<file path="config.mk">
export PLATFORM = sky130hd
export DESIGN_NAME = gap_seq
export DESIGN_NICKNAME = d
export VERILOG_FILES = /design/src/rtl/gap_pkg.sv /design/src/rtl/gap_seq_fifo.sv /design/src/rtl/gap_seq.sv
export SDC_FILE = /design/constraint.sdc
export NUM_CORES = 1
export LEC_CHECK = 0
export CORE_ASPECT_RATIO = 1.4
export CORE_UTILIZATION = 60
export DETAILED_ROUTE_END_ITERATION = 10
export PLACE_DENSITY = 0.92
export REMOVE_ABC_BUFFERS = 1
export SLEW_MARGIN = 20
export SYNTH_ARGS = -nofsm -noshare
export SYNTH_HDL_FRONTEND = slang
export SYNTH_SLANG_ARGS = --single-unit
</file>
<file path="constraint.sdc">
create_clock -name clk -period 3.9 [get_ports clk]
set_input_delay 0.585 -clock clk [delete_from_list [all_inputs] [get_ports clk]]
set_output_delay 0.585 -clock clk [all_outputs]
set_load 0.01 [all_outputs]
</file>
<file path="src/rtl/gap_pkg.sv">
// gap_pkg: shared widths and FSM state type for the gap_seq sequencer.
// Optional feature macro used by this slice: GAP_SEQ_ECHO_EN (result word echo).
package gap_pkg;

  localparam int WORD_W = 32;
  localparam int GAP_W  = 5;

  typedef enum logic [1:0] {
    IDLE  = 2'd0,
    CLEAR = 2'd1,
    SCAN  = 2'd2,
    DONE  = 2'd3
  } gap_seq_state_t;

endpackage

</file>
<file path="src/rtl/gap_seq_fifo.sv">
// gap_seq_fifo: small synchronous FIFO feeding the gap_seq FSM.
// DEPTH must be a power of two so the pointers wrap naturally.
module gap_seq_fifo
  import gap_pkg::*;
#(
  parameter int DEPTH = 4,
  parameter int W     = WORD_W
) (
  input  logic                     clk,
  input  logic                     rst,
  input  logic                     push,
  input  logic [W-1:0]             wdata,
  input  logic                     pop,
  output logic [W-1:0]             rdata,
  output logic [$clog2(DEPTH):0]   count
);

  localparam int AW = $clog2(DEPTH);
  localparam int CW = AW + 1;

  logic [W-1:0]  mem [DEPTH];
  logic [AW-1:0] wr_ptr;
  logic [AW-1:0] rd_ptr;
  logic          do_push;
  logic          do_pop;

  assign do_push = push && (count != CW'(DEPTH));
  assign do_pop  = pop && (count != '0);
  assign rdata   = mem[rd_ptr];

  // Storage array; contents need no reset since count gates every read.
  always_ff @(posedge clk) begin
    if (do_push) mem[wr_ptr] <= wdata;
  end

  // Pointers and occupancy; a simultaneous push and pop leaves count unchanged.
  always_ff @(posedge clk) begin
    if (rst) begin
      wr_ptr <= '0;
      rd_ptr <= '0;
      count  <= '0;
    end else begin
      if (do_push) wr_ptr <= wr_ptr + 1'b1;
      if (do_pop)  rd_ptr <= rd_ptr + 1'b1;
      case ({do_push, do_pop})
        2'b10:   count <= count + 1'b1;
        2'b01:   count <= count - 1'b1;
        default: count <= count;
      endcase
    end
  end

endmodule

</file>
<file path="src/rtl/gap_seq.sv">
// gap_seq: paces buffered words into the gap stage (clear, hold for a scan
// window, capture result) and offers each result with valid/ready.
// Optional macro GAP_SEQ_ECHO_EN adds res_data, the word behind each result.
//
// state | meaning
// IDLE  | gap held in clear, waiting for a buffered word
// CLEAR | one-cycle clear with the new word already on gap_data
// SCAN  | gap running on the held word for WORD_CYCLES cycles
// DONE  | result offered downstream, word still held
module gap_seq
  import gap_pkg::*;
#(
  parameter int DEPTH       = 4,
  parameter int WORD_CYCLES = 16
) (
  input  logic              clk,
  input  logic              rst,
  input  logic              in_valid,
  output logic              in_ready,
  input  logic [WORD_W-1:0] in_data,
  output logic [WORD_W-1:0] gap_data,
  output logic              gap_rst,
  input  logic [GAP_W-1:0]  gap_in,
  output logic              res_valid,
  input  logic              res_ready,
  output logic [GAP_W-1:0]  res_gap
`ifdef GAP_SEQ_ECHO_EN
  ,
  output logic [WORD_W-1:0] res_data
`endif
);

  localparam int CNT_W = (WORD_CYCLES > 1) ? $clog2(WORD_CYCLES) : 1;
  localparam int CW    = $clog2(DEPTH) + 1;
  localparam logic [CNT_W-1:0] CNT_LAST = CNT_W'(WORD_CYCLES - 1);

  gap_seq_state_t    state;
  gap_seq_state_t    state_nxt;
  logic [CNT_W-1:0]  cnt;
  logic [CW-1:0]     count;
  logic [WORD_W-1:0] head;
  logic              push;
  logic              pop;
  logic              cap;
  logic              fifo_ne;
  logic              scan_last;
  logic              accept;

  // Full blocks new words even when the FSM pops in the same cycle.
  assign in_ready  = (count < CW'(DEPTH)) && !rst;
  assign push      = in_valid && in_ready;
  assign fifo_ne   = (count != '0);
  assign scan_last = (cnt == CNT_LAST);
  assign accept    = res_valid && res_ready;

  gap_seq_fifo #(
    .DEPTH (DEPTH),
    .W     (WORD_W)
  ) u_fifo (
    .clk   (clk),
    .rst   (rst),
    .push  (push),
    .wdata (in_data),
    .pop   (pop),
    .rdata (head),
    .count (count)
  );

  // State register.
  always_ff @(posedge clk) begin
    if (rst) state <= IDLE;
    else     state <= state_nxt;
  end

  // Next-state logic; an accepted result chains straight into the next word.
  always_comb begin
    state_nxt = state;
    case (state)
      IDLE:    if (fifo_ne) state_nxt = CLEAR;
      CLEAR:   state_nxt = SCAN;
      SCAN:    if (scan_last) state_nxt = DONE;
      DONE:    if (accept) state_nxt = fifo_ne ? CLEAR : IDLE;
      default: state_nxt = IDLE;
    endcase
  end

  // Per-state strobes: FIFO pop and result capture.
  always_comb begin
    pop = 1'b0;
    cap = 1'b0;
    case (state)
      IDLE:    pop = fifo_ne;
      SCAN:    cap = scan_last;
      DONE:    pop = accept && fifo_ne;
      default: ;
    endcase
  end

  // Registered gap drive, scan counter and result capture.
  always_ff @(posedge clk) begin
    if (rst) begin
      gap_rst   <= 1'b1;
      gap_data  <= '0;
      cnt       <= '0;
      res_valid <= 1'b0;
      res_gap   <= '0;
    end else begin
      // gap_rst follows the state being entered, so clear and new data land together.
      gap_rst <= (state_nxt == IDLE) || (state_nxt == CLEAR);
      if (pop) gap_data <= head;
      if ((state == SCAN) && !scan_last) cnt <= cnt + 1'b1;
      else                               cnt <= '0;
      if (cap) begin
        res_valid <= 1'b1;
        res_gap   <= gap_in;
      end else if (accept) begin
        res_valid <= 1'b0;
      end
    end
  end

`ifdef GAP_SEQ_ECHO_EN
  // Echo of the scanned word, captured alongside res_gap.
  always_ff @(posedge clk) begin
    if (rst)      res_data <= '0;
    else if (cap) res_data <= gap_data;
  end
`else
  // No echo register: the scanned word is not retained past gap_data.
`endif

endmodule

</file>
* Word level (Yosys, flattened, before mapping)
Memories as Yosys holds them, arrays and structs flattened. A register that Yosys moved wholly into a read port is not among the register bits. Cells that the tools add are included.
Cells by class: add/sub/neg operators 5, equal/unequal tests 8, order comparisons 1, reductions and logical operators 16, muxes and demuxes 12, bitwise gates (word level) 1
Operators with widths (number):
- $pmux 2 s4 | 1
- $logic_and 1x1->1 | 7
- $eq 2x1->1 const B | 3
- $eq 2x2->1 const B | 3
- $mux 1 | 6
- $mux 2 | 3
- $pmux 3 s2 | 1
- $add 2x1->2 const B | 2
- $add 4x1->4 const B | 1
- $eq 4x4->1 const B | 1
- $logic_not 2->1 | 2
- $reduce_bool 2->1 | 2
- $add 3x1->3 const B | 1
- $lt 3x3->1 const B | 1
- $ne 3x3->1 const B | 1
- $reduce_bool 3->1 | 1
- $sub 3x1->3 const B | 1
- $logic_not 1->1 | 2
- $pmux 1 s2 | 1
- $reduce_or 2->1 | 1
- $logic_or 1x1->1 | 1
- $not 1->1 | 1
Storage, ports and cells: register bits 20, memory bits (writable) 128, logic and storage cells 52, memories 1, bits of input ports 41, output and inout port bits 40
Memory list:
- u_fifo.mem | depth 4, bits a word 32, read ports 1, clocked after Yosys merged registers in 1, write ports 1, line gap_seq_fifo.sv:21 | logic [W-1:0] mem [DEPTH];

* Logic depth before layout (Yosys ltp)
word-level depth 6, gate-level depth with buffers 11, depth with buffers taken out 10

* Modules after synthesis
Synthesis repeated with hierarchy kept, for this count alone.
Second synthesis, totals: cell total of the unflattened synthesis 414, area total of the unflattened synthesis 7160.6 um2
Modules (own cells, without submodules):
- gap_seq_fifo | instances 1, cells each 217, area each 5134.9 um2
- gap_seq | instances 1, cells each 197, area each 2025.7 um2

* Least setup slack after synthesis
Ideal clock, no wire load.
path kind reg2reg, start register state[0], end register u_fifo.count[2], path slack 1.378 ns, data required time 3.830 ns, cell stages (with the launch flop) 12, path buffers 2, clock period less this slack 2.522 ns, data arrival time 2.452 ns, library setup time 0.070 ns, path through dfxtp_1 > inv_1 > ha_1 > clkbuf_1 > clkbuf_1 > nor3_1 > ha_1 > inv_1 > fa_1 > xor2_1 > or3_1 > a21oi_1
On the way: longest elaborated chain between the ends 5
RTL lines:
- start, declared | line gap_seq.sv:37 | gap_seq_state_t state;
- start signal, assigned | line gap_seq.sv:72 | else state <= state_nxt;
- $eq 2x2->1 or $logic_not 2->1 (tied branches) | line gap_seq.sv:91 | case (state)
- $pmux 1 s2 (*) | line gap_seq.sv:91
- $logic_and 1x1->1 (*) | line gap_seq_fifo.sv:28 | assign do_pop = pop && (count != '0);
- via u_fifo.do_pop | line gap_seq_fifo.sv:25 | logic do_pop;
- $eq 2x1->1 or $eq 2x2->1 (tied branches) | line gap_seq_fifo.sv:45 | case ({do_push, do_pop})
- $pmux 3 s2 or $reduce_bool 2->1 (tied branches)
- end signal, assigned | line gap_seq_fifo.sv:46 | 2'b10: count <= count + 1'b1;
- end signal, assigned | line gap_seq_fifo.sv:47 | 2'b01: count <= count - 1'b1;
- end signal, assigned | line gap_seq_fifo.sv:48 | default: count <= count;
- end, declared | line gap_seq_fifo.sv:15 | output logic [$clog2(DEPTH):0] count
The timed path passes the listed nets; every way through them passes the cells marked *. A chain may end at the register's enable or synchronous reset.

* Worst setup path in the final report
start input res_ready, end register u_fifo.count[2]
On the way: longest elaborated chain between the ends 6
RTL lines:
- start, declared | line gap_seq.sv:25 | input logic res_ready,
- $logic_and 1x1->1 (*) | line gap_seq.sv:54 | assign accept = res_valid && res_ready;
- $logic_and 1x1->1 (*) | line gap_seq.sv:94 | DONE: pop = accept && fifo_ne;
- $pmux 1 s2 (*) | line gap_seq.sv:91
- $logic_and 1x1->1 (*) | line gap_seq_fifo.sv:28
- via u_fifo.do_pop | line gap_seq_fifo.sv:25
- $eq 2x1->1 or $eq 2x2->1 (tied branches) | line gap_seq_fifo.sv:45
- $pmux 3 s2 or $reduce_bool 2->1 (tied branches)
Marked as above.

==> impl_metrics.tcl <==
set metrics [dict create \
    cts_made_buffers 17 \
    cts_root_buf "clkbuf_16" \
    synth.top_cell.area_share_pct 55.1 \
    worst_hold_path_type "reg2reg" \
    rows 46 \
    cts_tree "yes" \
    critPathSlowestCell "clkdlybuf4s50_1" \
    critPathMaxFanout 5 \
    hold-worst-slack_ns 0.464 \
    p_leak_uw 0.00278 \
    end_kind "register" \
    ctsHoldBuffers 0 \
    synth_cell_types 35 \
    netlist_area_um2 6980 \
    crit_arrival_ns 2.83 \
    grt_usage_pct 26.2 \
    tightest_slew_ns 0.916 \
    finalCritPeriodShare_pct 63.6 \
    path_clk_slew_ns 0.06 \
    coreArea_um2 11300 \
    crit_path_cell_trace "clkdlybuf4s50_1 > a31oi_4 > nor3_1 > ha_1 > inv_1 > fa_1 > xor2_1 > or3_1 > a21oi_1" \
    ctsResizeCount 0 \
    vias 4245 \
    grt_pass1_wl_um 22700 \
    finalHoldViolCount 0 \
    drv_slew 0 \
    wirelength_um 14900 \
    via_per_inst 6.44 \
    hpwlAfterDp_um 8780 \
    grt_max_degree 52 \
    fin_tns_setup_ns 0 \
    port_buffers 80 \
    ys_seq_elements 180 \
    critPathKind "in2reg" \
    synth_warnings 0 \
    dieArea_um2 12100 \
    synthFlopType "edfxtp_1" \
    relSlewSlack_pct 38.9 \
    max_freq_mhz 403 \
    setup_viol 0 \
    critPathLaunchType "input port" \
    layout-drive-gt1-share_pct 16.5 \
    yosysTopAreaCell "edfxtp_1" \
    min_period_ns 2.48 \
    antenna_left 0 \
    die_w_um 93.1 \
    gp_congestion 0.729 \
    die_height_um 130 \
    first_pass_iters 5 \
    cts_setup_buffers 0 \
    drc 0 \
    crit_path_max_incr_delay_ns 0.58 \
    ys_seq_area_share_pct 70.0 \
    synthesis.instances 428 \
    peakVddDrop_uv 416 \
    power_density_nw_per_um2 680 \
    start_util_pct 61.5 \
    clockBufferDepth 2 \
    synth.avg_cell_area_um2 16.3 \
    status "completed" \
    layout_common_cells "128 x edfxtp_1, 79 x clkdlybuf4s50_1, 51 x dfxtp_1" \
    nets 555 \
    final_common_cell "edfxtp_1" \
    wl_per_cell_um 22.6 \
    overflow 0 \
    drtIter0Drc 412 \
    io_pins 81 \
    cts_sinks 180 \
    synthTopCellsByArea "edfxtp_1 55%, dfxtp_1 15%, mux4_2 10%" \
    synth_edf_count 128 \
    cap_violations 0 \
    worst_skew_pair.late_latency_ns 0.42 \
    antenna_cells 0 \
    syn2layout_area_growth_pct 21.2 \
    antenna_found_initial 0 \
    fin_worst_skew_ns 0.00923 \
    async_flop_share_pct 0 \
    htreeDepth 4 \
    crit_required_ns 4.25 \
    grt_setup_unrepaired "false" \
    grt_pass1_vias 4314 \
]
==> metal layers <==
| metal | track usage [%] | wire (µm) |
|---|---|---|
| met5 | 0 | 0 |
| met4 | 12.9 | 424 |
| met3 | 6.63 | 1020 |
| met2 | 44.2 | 8060 |
| met1 | 31.3 | 5420 |
==> registers in the layout, indices dropped and copies added (netlist names) <==
name and flops:
u_fifo.count 3, u_fifo.rd_ptr 2, u_fifo.wr_ptr 2, res_gap 5, cnt 4, u_fifo.mem 128, gap_data 32, res_valid 1
gap_rst 1, state 2
==> cell families after synthesis <==
logic type / synth area share, %
buffers and inverters: 2.85
multiplexers: 11.4
adder cells (fa/ha/maj): 2.26
AO/OA/AOI/OAI: 7.37
flip-flops: 70.0
XOR/XNOR: 0.628
AND/OR/NAND/NOR: 5.45
==> Yosys cell counts, drive strengths merged (5+ instances only) <==
cell and number:
nand4 33, dfxtp 52, ha 11, a21oi 37, clkbuf 17, o31ai 35
buf 17, mux2i 5, mux4 32, inv 11, edfxtp 128, nor2 16
==> final timing paths <==
check	start	end	slack [ns]	cells past startpoint
hold / removal	cnt[0]	cnt[0]	0.46	1
setup reg to reg	state[0]	u_fifo.count[2]	1.44	9
hold reg to reg	cnt[0]	cnt[0]	0.46	1
setup / recovery	res_ready	u_fifo.count[2]	1.42	9
==> cell type report <==
class                           instances  area [µm²]
Fill cell                             624        2880
Sequential cell                       180        4890
Inverter                               11        41.3
Tap cell                              144         180
Clock inverter                         11         104
Clock buffer                           21         460
Multi-Input combinational cell        203        1920
Timing Repair Buffer                   89         863
==> report_power, final <==
group	switching (µW)	internal [µW]	total [µW]
sequential	170	2310	2480
clock	694	915	1610
combinational	949	713	1660
==> through the flow <==
step / setup WS (ns) / std cells / total power, µW / utilization, % / instance area (µm²)
after CTS: 1.43 / 659 / 5760 / 74.6 / 8450
after detailed placement: 1.04 / 627 / 4140 / 69.6 / 7890
after floorplan: 0.578 / 394 / 3370 / - / 6820
final: 1.42 / 659 / 5750 / 74.6 / 8450
after global routing: 1.36 / 659 / 5990 / 74.6 / 8450
after global placement: 1.12 / 627 / 4040 / 69.6 / 7890
==> worst max-delay path, delay by kind of cell <==
| family | cells | cell delay (ns) |
|---|---|---|
| buffers and inverters | 2 | 0.64 |
| adder cells (fa/ha/maj) | 2 | 0.60 |
| AND/OR/NAND/NOR | 2 | 0.59 |
| AO/OA/AOI/OAI | 2 | 0.26 |
| XOR/XNOR | 1 | 0.16 |
(Power assumes the default switching activity.)
